## src/rtl/wb_stage_if.sv

```systemverilog
// Bus bundle between the memory stage and the write-back stage.
// With WB_RETIRE_CNT_EN defined, the bundle also carries retire_count.
interface wb_stage_if #(
  parameter int DATA_W = 32
);
  logic              MEM_WB_EN_in;
  logic              MEM_R_EN_in;
  logic [3:0]        Dest_in;
  logic [DATA_W-1:0] ALU_Res_in;
  logic [DATA_W-1:0] MEM_Rdata;
  logic              MEM_Rdata_valid;
  logic              WB_WB_EN;
  logic [3:0]        WB_Dest;
  logic [DATA_W-1:0] WB_Value;
  logic              stall_req;
  logic              load_err;
`ifdef WB_RETIRE_CNT_EN
  logic [31:0]       retire_count;
`endif

  modport slave (
    input  MEM_WB_EN_in, MEM_R_EN_in, Dest_in, ALU_Res_in, MEM_Rdata, MEM_Rdata_valid,
    output WB_WB_EN, WB_Dest, WB_Value, stall_req, load_err
`ifdef WB_RETIRE_CNT_EN
    , output retire_count
`endif
  );

  modport master (
    output MEM_WB_EN_in, MEM_R_EN_in, Dest_in, ALU_Res_in, MEM_Rdata, MEM_Rdata_valid,
    input  WB_WB_EN, WB_Dest, WB_Value, stall_req, load_err
`ifdef WB_RETIRE_CNT_EN
    , input retire_count
`endif
  );
endinterface

```

## src/rtl/wb_stage.sv

```systemverilog
// Write-back stage: captures ALU results in one cycle and waits for late load data,
// raising a sticky load_err on timeout. WB_RETIRE_CNT_EN adds a retired-write counter.
module wb_stage #(
  parameter int LOAD_TIMEOUT = 16,
  parameter int DATA_W       = 32
) (
  input  logic       clk,
  input  logic       rst,
  wb_stage_if.slave  bus
);
  typedef enum logic [1:0] {IDLE, WAIT_LOAD, ERROR} state_e;

  localparam logic [7:0] TIMEOUT = 8'(LOAD_TIMEOUT);

  state_e            state_q, state_d;
  logic [7:0]        cnt_q, cnt_d;
  logic              wb_en_q, wb_en_d;
  logic [3:0]        wb_dest_q, wb_dest_d;
  logic [DATA_W-1:0] wb_value_q, wb_value_d;
  logic              load_err_q, load_err_d;
  logic [3:0]        lat_dest_q, lat_dest_d;
  logic              lat_en_q, lat_en_d;
  logic              stall;

  // Control and architecturally visible outputs
  always_ff @(posedge clk) begin
    if (rst) begin
      state_q    <= IDLE;
      cnt_q      <= '0;
      wb_en_q    <= 1'b0;
      wb_dest_q  <= '0;
      wb_value_q <= '0;
      load_err_q <= 1'b0;
    end else begin
      state_q    <= state_d;
      cnt_q      <= cnt_d;
      wb_en_q    <= wb_en_d;
      wb_dest_q  <= wb_dest_d;
      wb_value_q <= wb_value_d;
      load_err_q <= load_err_d;
    end
  end

  // Destination of the pending load; only read in WAIT_LOAD, so no reset needed
  always_ff @(posedge clk) begin
    lat_dest_q <= lat_dest_d;
    lat_en_q   <= lat_en_d;
  end

  always_comb begin
    state_d    = state_q;
    cnt_d      = cnt_q;
    wb_en_d    = 1'b0;
    wb_dest_d  = wb_dest_q;
    wb_value_d = wb_value_q;
    load_err_d = load_err_q;
    lat_dest_d = lat_dest_q;
    lat_en_d   = lat_en_q;
    stall      = 1'b0;
    case (state_q)
      IDLE: begin
        if (bus.MEM_R_EN_in && !bus.MEM_Rdata_valid) begin
          state_d    = WAIT_LOAD;
          cnt_d      = 8'd1;
          lat_dest_d = bus.Dest_in;
          lat_en_d   = bus.MEM_WB_EN_in;
          stall      = 1'b1;
        end else begin
          wb_en_d    = bus.MEM_WB_EN_in;
          wb_dest_d  = bus.Dest_in;
          wb_value_d = bus.MEM_R_EN_in ? bus.MEM_Rdata : bus.ALU_Res_in;
        end
      end
      WAIT_LOAD: begin
        // Data arriving on the timeout cycle still completes the load
        if (bus.MEM_Rdata_valid) begin
          state_d    = IDLE;
          cnt_d      = '0;
          wb_en_d    = lat_en_q;
          wb_dest_d  = lat_dest_q;
          wb_value_d = bus.MEM_Rdata;
        end else if (cnt_q >= TIMEOUT) begin
          state_d    = ERROR;
          load_err_d = 1'b1;
        end else begin
          cnt_d = cnt_q + 8'd1;
          stall = 1'b1;
        end
      end
      ERROR: begin
        load_err_d = 1'b1;
      end
      default: begin
        state_d = IDLE;
      end
    endcase
  end

  assign bus.stall_req = stall && !rst;
  assign bus.WB_WB_EN  = wb_en_q;
  assign bus.WB_Dest   = wb_dest_q;
  assign bus.WB_Value  = wb_value_q;
  assign bus.load_err  = load_err_q;

`ifdef WB_RETIRE_CNT_EN
  logic [31:0] retire_q, retire_d;

  assign retire_d = wb_en_d ? retire_q + 32'd1 : retire_q;

  always_ff @(posedge clk) begin
    if (rst) retire_q <= '0;
    else     retire_q <= retire_d;
  end

  assign bus.retire_count = retire_q;
`endif
endmodule

```

## src/flat_wrapper.sv

```systemverilog
// flat-port wrapper written by rule: the top's interface ports become plain ports
module wb_stage_flat 
#(
  parameter int LOAD_TIMEOUT = 16,
  parameter int DATA_W       = 32
)
  (clk, rst, bus_MEM_WB_EN_in, bus_MEM_R_EN_in, bus_Dest_in, bus_ALU_Res_in, bus_MEM_Rdata, bus_MEM_Rdata_valid, bus_WB_WB_EN, bus_WB_Dest, bus_WB_Value, bus_stall_req, bus_load_err);
  wb_stage_if #(.DATA_W(DATA_W)) bus_i ();
  input  logic clk;
  input  logic rst;
  input wire logic [$bits(bus_i.MEM_WB_EN_in)-1:0] bus_MEM_WB_EN_in;
  input wire logic [$bits(bus_i.MEM_R_EN_in)-1:0] bus_MEM_R_EN_in;
  input wire logic [$bits(bus_i.Dest_in)-1:0] bus_Dest_in;
  input wire logic [$bits(bus_i.ALU_Res_in)-1:0] bus_ALU_Res_in;
  input wire logic [$bits(bus_i.MEM_Rdata)-1:0] bus_MEM_Rdata;
  input wire logic [$bits(bus_i.MEM_Rdata_valid)-1:0] bus_MEM_Rdata_valid;
  output wire logic [$bits(bus_i.WB_WB_EN)-1:0] bus_WB_WB_EN;
  output wire logic [$bits(bus_i.WB_Dest)-1:0] bus_WB_Dest;
  output wire logic [$bits(bus_i.WB_Value)-1:0] bus_WB_Value;
  output wire logic [$bits(bus_i.stall_req)-1:0] bus_stall_req;
  output wire logic [$bits(bus_i.load_err)-1:0] bus_load_err;
  assign bus_i.MEM_WB_EN_in = bus_MEM_WB_EN_in;
  assign bus_i.MEM_R_EN_in = bus_MEM_R_EN_in;
  assign bus_i.Dest_in = bus_Dest_in;
  assign bus_i.ALU_Res_in = bus_ALU_Res_in;
  assign bus_i.MEM_Rdata = bus_MEM_Rdata;
  assign bus_i.MEM_Rdata_valid = bus_MEM_Rdata_valid;
  assign bus_WB_WB_EN = bus_i.WB_WB_EN;
  assign bus_WB_Dest = bus_i.WB_Dest;
  assign bus_WB_Value = bus_i.WB_Value;
  assign bus_stall_req = bus_i.stall_req;
  assign bus_load_err = bus_i.load_err;
  wb_stage #(.LOAD_TIMEOUT(LOAD_TIMEOUT), .DATA_W(DATA_W)) u_core (.clk(clk), .rst(rst), .bus(bus_i));
endmodule
```

## config.mk

```make
export PLATFORM = sky130hd
export DESIGN_NAME = wb_stage_flat
export DESIGN_NICKNAME = d
export VERILOG_FILES = /design/src/rtl/wb_stage_if.sv /design/src/rtl/wb_stage.sv /design/src/flat_wrapper.sv
export SDC_FILE = /design/constraint.sdc
export NUM_CORES = 1
export LEC_CHECK = 0
export BUFFER_PORTS_ARGS = -buffer_cell sky130_fd_sc_hd__buf_2
export CORE_UTILIZATION = 29
export DETAILED_ROUTE_END_ITERATION = 10
export GPL_TIMING_DRIVEN = 1
export PLACE_DENSITY = 0.6
export SYNTH_ARGS = -nofsm -noshare
export SYNTH_HDL_FRONTEND = slang
export SYNTH_SLANG_ARGS = --single-unit
```

## constraint.sdc

```tcl
create_clock -name clk -period 2 [get_ports clk]
set_input_delay 0.2 -clock clk [delete_from_list [all_inputs] [get_ports clk]]
set_output_delay 0.2 -clock clk [all_outputs]
set_load 0.01 [all_outputs]
```

==> results of run 1 <==
kinds of logic after synthesis:
kind of cell    count (synthesis)  share of synthesized area
compound gates                 53                     0.2338
flops                          53                     0.4211
mux                             4                    0.01517
fa+ha+maj                       2                   0.009482
buf+inv                        31                    0.07823
simple gates                  130                     0.2423
flip-flops by register name, indices dropped and copies added (netlist names):
register / count
u_core.state_q: 2
u_core.cnt_q: 8
u_core.bus.load_err: 1
u_core.bus.WB_WB_EN: 1
u_core.bus.WB_Value: 32
u_core.bus.WB_Dest: 4
u_core.lat_en_q: 1
u_core.lat_dest_q: 4
final cells by class:
class | count | area (um2) | area share
clock buffers | 7 | 86.33 | 0.02576
clock inverters | 1 | 7.507 | 0.002240
inverters | 8 | 30.03 | 0.008959
multi-input cells | 189 | 1329 | 0.3964
flip-flops and latches | 53 | 1111 | 0.3315
well taps | 108 | 135.1 | 0.04031
repair buffers | 119 | 653.1 | 0.1948
stage by stage:
| stage | worst slack (ns) | std cells | hold slack [ns] |
|---|---|---|---|
| after CTS | 0.1481 | 485 | 0.06448 |
| after floorplan | 0.5297 | 273 | 0.2989 |
| final | 0.1725 | 485 | 0.07771 |
| after global placement | 0.3542 | 477 | 0.3999 |
| after detailed placement | 0.2931 | 477 | 0.3959 |
| after global routing | 0.01039 | 485 | 0.05922 |
power groups by stage:
stage                     sequential (mW)  combinational, mW  clock (mW)
after global routing                 1.19              0.558       0.724
final                                1.18              0.506       0.650
after floorplan                      1.24              0.299           0
after CTS                            1.19              0.516       0.678
after global placement               1.21              0.509           0
after detailed placement             1.21              0.515           0
path summary, 6_finish.rpt:
| path | from | slack (ns) | depth (start not counted) | endpoint |
|---|---|---|---|---|
| worst min-delay path | bus_Dest_in[2] | 0.08 | 1 | u_core.lat_dest_q[2] |
| worst min register to register | u_core.bus.load_err | 0.45 | 2 | u_core.bus.load_err |
| worst max register to register | u_core.state_q[0] | 0.29 | 5 | u_core.bus.WB_Value[18] |
| worst max-delay path | u_core.state_q[0] | 0.17 | 5 | bus_stall_req |
layer usage:
| metal | routed length (um) | up-vias | GRT usage | share of wire |
|---|---|---|---|---|
| li1 | - | 1150 | - | - |
| met1 | 2882 | 1059 | 0.1706 | 0.45 |
| met2 | 3045 | 69 | 0.2297 | 0.48 |
| met3 | 382 | 5 | 0.03741 | 0.060 |
| met4 | 66 | 0 | 0.04525 | 0.010 |
| met5 | 0 | - | 0 | 0 |
critical path, cell delays in order (launching register included):
cell and delay (ns):
dfxtp_1 0.51, inv_1 0.10, nor3_1 0.30, a21oi_1 0.16
nor2_1 0.11, buf_2 0.13
Yosys cell counts (4+ instances only):
library cell	instances	area share
a211oi_1	6	0.017
a21oi_1	8	0.015
a311oi_2	31	0.18
buf_2	9	0.017
clkbuf_1	6	0.0085
dfxtp_1	48	0.36
edfxtp_1	5	0.057
inv_1	8	0.011
mux2i_1	4	0.015
nand2_1	37	0.053
nand2_2	30	0.071
nor2_1	43	0.061
==> flow_summary.toml, run 1 <==
[outcome]
status = "finished clean"

[synth]
synth-seq-cells = 53
yosys_warnings = 0
synthCells = 273
post_synth.cell_area_avg_um2 = 9.666
syn_nets = 348
synth-edff-count = 5
yosysSeqAreaShare = 0.4211
async_flop_share = 0
synthFlopType = "dfxtp_1"
ys_types = 37
netlist_area_mm2 = 0.002639

[detailed_routing]
dr.pass1.iters = 4
drt_iter0_drc = 56
wl_per_cell_um = 13.15
post_drt_via_cell_ratio = 4.707
drc = 0
drt-total-wl_um = 6376
ant_nets = 0
num_vias = 2283

[setup_path]
path_class = "flip-flop to primary output"
end_kind = "primary output"
start_kind = "flip-flop"
cp_max_fo = 10
arrival_ns = 1.63
cp.required_ns = 1.80

[sta]
fin_skew_ns = 0.008008
fin_crit_sh = 0.9137
setup_viol = 0
rsz0062_at_grt = "false"
worst_slew_pin_slew_ns = 0.4082
maxSlewViolCount = 0
slew_headroom = 0.7279
hold_viol = 0
fin_crit_ns = 1.827
setup_tns_ns = 0
clock.fmax_mhz = 547.2

[clocking]
cts_buffers = 5
cts_setup_buffers = 0
path_clk_slew_ns = 0.10
clock_sinks = 53
cts_hold_buf = 0
tritoncts = "done"
root_buffer = "clkbuf_8"
cts_resized = 0
clockBufferDepth = 2
worstSkewPairLatency_ns = 0.31
htree_levels = 2

[flow_run]
cap_violations = 0

[grt]
grt_usage = 0.1375
grt_first_pass_wirelength_um = 10610
gr-total-overflow = 0
grt_pass1_vias = 2278
grt_start_max_net_pins = 41
antenna_found_initial = 0

[floorplan]
coreArea_mm2 = 0.008763
die_w_um = 97.39
start_util = 0.3011
row_count = 34
die_h_um = 97.39
io_pins = 112
die_area_mm2 = 0.009485

[power]
p_comb_frac = 0.216
p_per_area_mw_per_mm2 = 698.1
power_frac_seq = 0.506
power_switching_mw = 0.6812
intPower_mw = 1.659
peakVddDrop_mv = 0.2526
clockPowerShare = 0.278
switching_share = 0.2911
power_mw = 2.340
total_leakage_power_nw = 1.471

[final_layout]
fill_cells = 939
fin_area_mm2 = 0.003352
final_nets = 451
antenna_cells = 0
postLayoutCoreUtil = 0.3825
final_common_cell = "buf_2"
area_delta_synth_final_pct = 27.03
drive_gt1_frac = 0.5146
layout_common_cells = "111 x buf_2, 48 x dfxtp_1, 43 x nor2_1"

[placement]
portBuffers = 111
postPlaceCellArea_mm2 = 0.003258
gp_congestion = 0.7739
hpwl_um = 4683

[hold_path]
holdCritPathClass = "input port to flip-flop"
Note: power is estimated with default switching activity, not from simulation.
==> run 2, diff against run 1 <==
PLACE_DENSITY = 0.49   (was 0.6)
==> flow_summary.toml, run 2 (synthesis results as in run 1) <==
[grt]
antenna_found_initial = 0
grt_start_max_net_pins = 42
grt_pass1_vias = 2148
gr-total-overflow = 0
grt_usage = 0.1420
grt_first_pass_wirelength_um = 10830

[floorplan]
io_pins = 112
die_h_um = 97.39
coreArea_mm2 = 0.008763
row_count = 34
die_w_um = 97.39
die_area_mm2 = 0.009485
start_util = 0.3011

[final_layout]
seqCellArea_mm2 = 0.001112
area_delta_synth_final_pct = 27.03
fin_area_mm2 = 0.003352
final_common_cell = "buf_2"
fill_cells = 913
largest_reg_flops = 32
drive_gt1_frac = 0.5173
antenna_cells = 0
multi_input_area_mm2 = 0.001334
layout_common_cells = "111 x buf_2, 47 x dfxtp_1, 43 x nor2_1"
final_nets = 449

[detailed_routing]
drc = 0
post_drt_via_cell_ratio = 4.692
drt_iter0_drc = 43
ant_nets = 0
wl_per_cell_um = 13.76
num_vias = 2266
dr.pass1.iters = 4
drt-total-wl_um = 6648

[sta]
worst_slew_pin_slew_ns = 0.3899
rsz0062_at_grt = "false"
fin_skew_ns = 0.01332
setup_viol = 0
maxSlewViolCount = 0
slew_headroom = 0.7381
setup_tns_ns = 0
clock.fmax_mhz = 558.8
hold_viol = 0
fin_crit_ns = 1.790
fin_crit_sh = 0.8948

[power]
p_per_area_mw_per_mm2 = 696.1
peakVddDrop_mv = 0.2793
total_leakage_power_nw = 1.469

[clocking]
path_clk_slew_ns = 0.10
clock_sinks = 53
clockBufferDepth = 2
worstSkewPairLatency_ns = 0.31
cts_setup_buffers = 0
cts_buffers = 5
root_buffer = "clkbuf_8"
tritoncts = "done"
htree_levels = 2
cts_hold_buf = 0

[placement]
portBuffers = 111
postPlaceCellArea_mm2 = 0.003256
gp_congestion = 0.7588
hpwl_um = 4879

[setup_path]
cp.required_ns = 1.80
path_class = "flip-flop to primary output"
arrival_ns = 1.59
max_stage_delay_ns = 0.44
crit_path_top_delay_cell = "dfxtp_1"
crit_chain = "inv_1 > nand2_1 > inv_2 > a21oi_1 > nor2_1 > buf_2"
start_kind = "flip-flop"
cp_top_family = "flip-flops"
critPathBufInv = 3
cp_max_fo = 6
end_kind = "primary output"

[outcome]
status = "finished clean"

[flow_run]
cap_violations = 0

[hold_path]
holdCritPathClass = "input port to flip-flop"
run 2: changes by cell type in the layout (fill, tap and decap cells not counted), sizes merged:
cell and delta:
buf -2, clkbuf +1, clkinvlp -1
run 2: metrics by stage:
stage / power, mW / cells / util / worst slack [ns] / hold slack (ns)
2_1_floorplan: 1.537 / 273 / - / 0.5297 / 0.2989
6_report: 2.333 / 483 / 0.3825 / 0.2104 / 0.07600
3_3_place_gp: 1.720 / 475 / 0.3715 / 0.3107 / 0.3981
5_1_grt: 2.460 / 483 / 0.3825 / 0.07456 / 0.05563
3_5_place_dp: 1.727 / 475 / 0.3715 / 0.2709 / 0.3997
4_1_cts: 2.373 / 483 / 0.3818 / 0.07271 / 0.06702
run 2: power breakdown:
part	internal, mW	switching, mW
clock network	0.284	0.355
registers	1.15	0.0368
logic	0.230	0.280
total	1.66	0.672
run 2: final cells by class:
class | count | share of cell area
inverter | 8 | 0.008959
sequential | 53 | 0.3318
timing repair buffer | 117 | 0.1941
multi-input combinational | 189 | 0.3979
tap | 108 | 0.04031
clock buffer | 8 | 0.02688
run 2: routing by layer:
layer	track usage	routed length (um)	part of all wire	up-vias
met3	0.03525	328	0.049	5
met5	0	0	0	-
met2	0.2254	3044	0.46	66
li1	-	-	-	1150
met1	0.1912	3208	0.48	1045
met4	0.03846	65	0.0098	0
run 2: path summary, 6_finish.rpt:
check                           start                       to  slack [ns]  cells after the start
setup / recovery    u_core.state_q[1]            bus_stall_req        0.21                      6
setup reg to reg    u_core.state_q[1]  u_core.bus.WB_Value[18]        0.36                      5
hold / removal         bus_Dest_in[3]     u_core.lat_dest_q[3]        0.08                      1
hold reg to reg   u_core.bus.load_err      u_core.bus.load_err        0.45                      2
run 2: timing repair:
action,CTS,global route
endpoints found under the setup margin,1,1
gates resized for setup,1,2
endpoints found under the hold margin,0,0
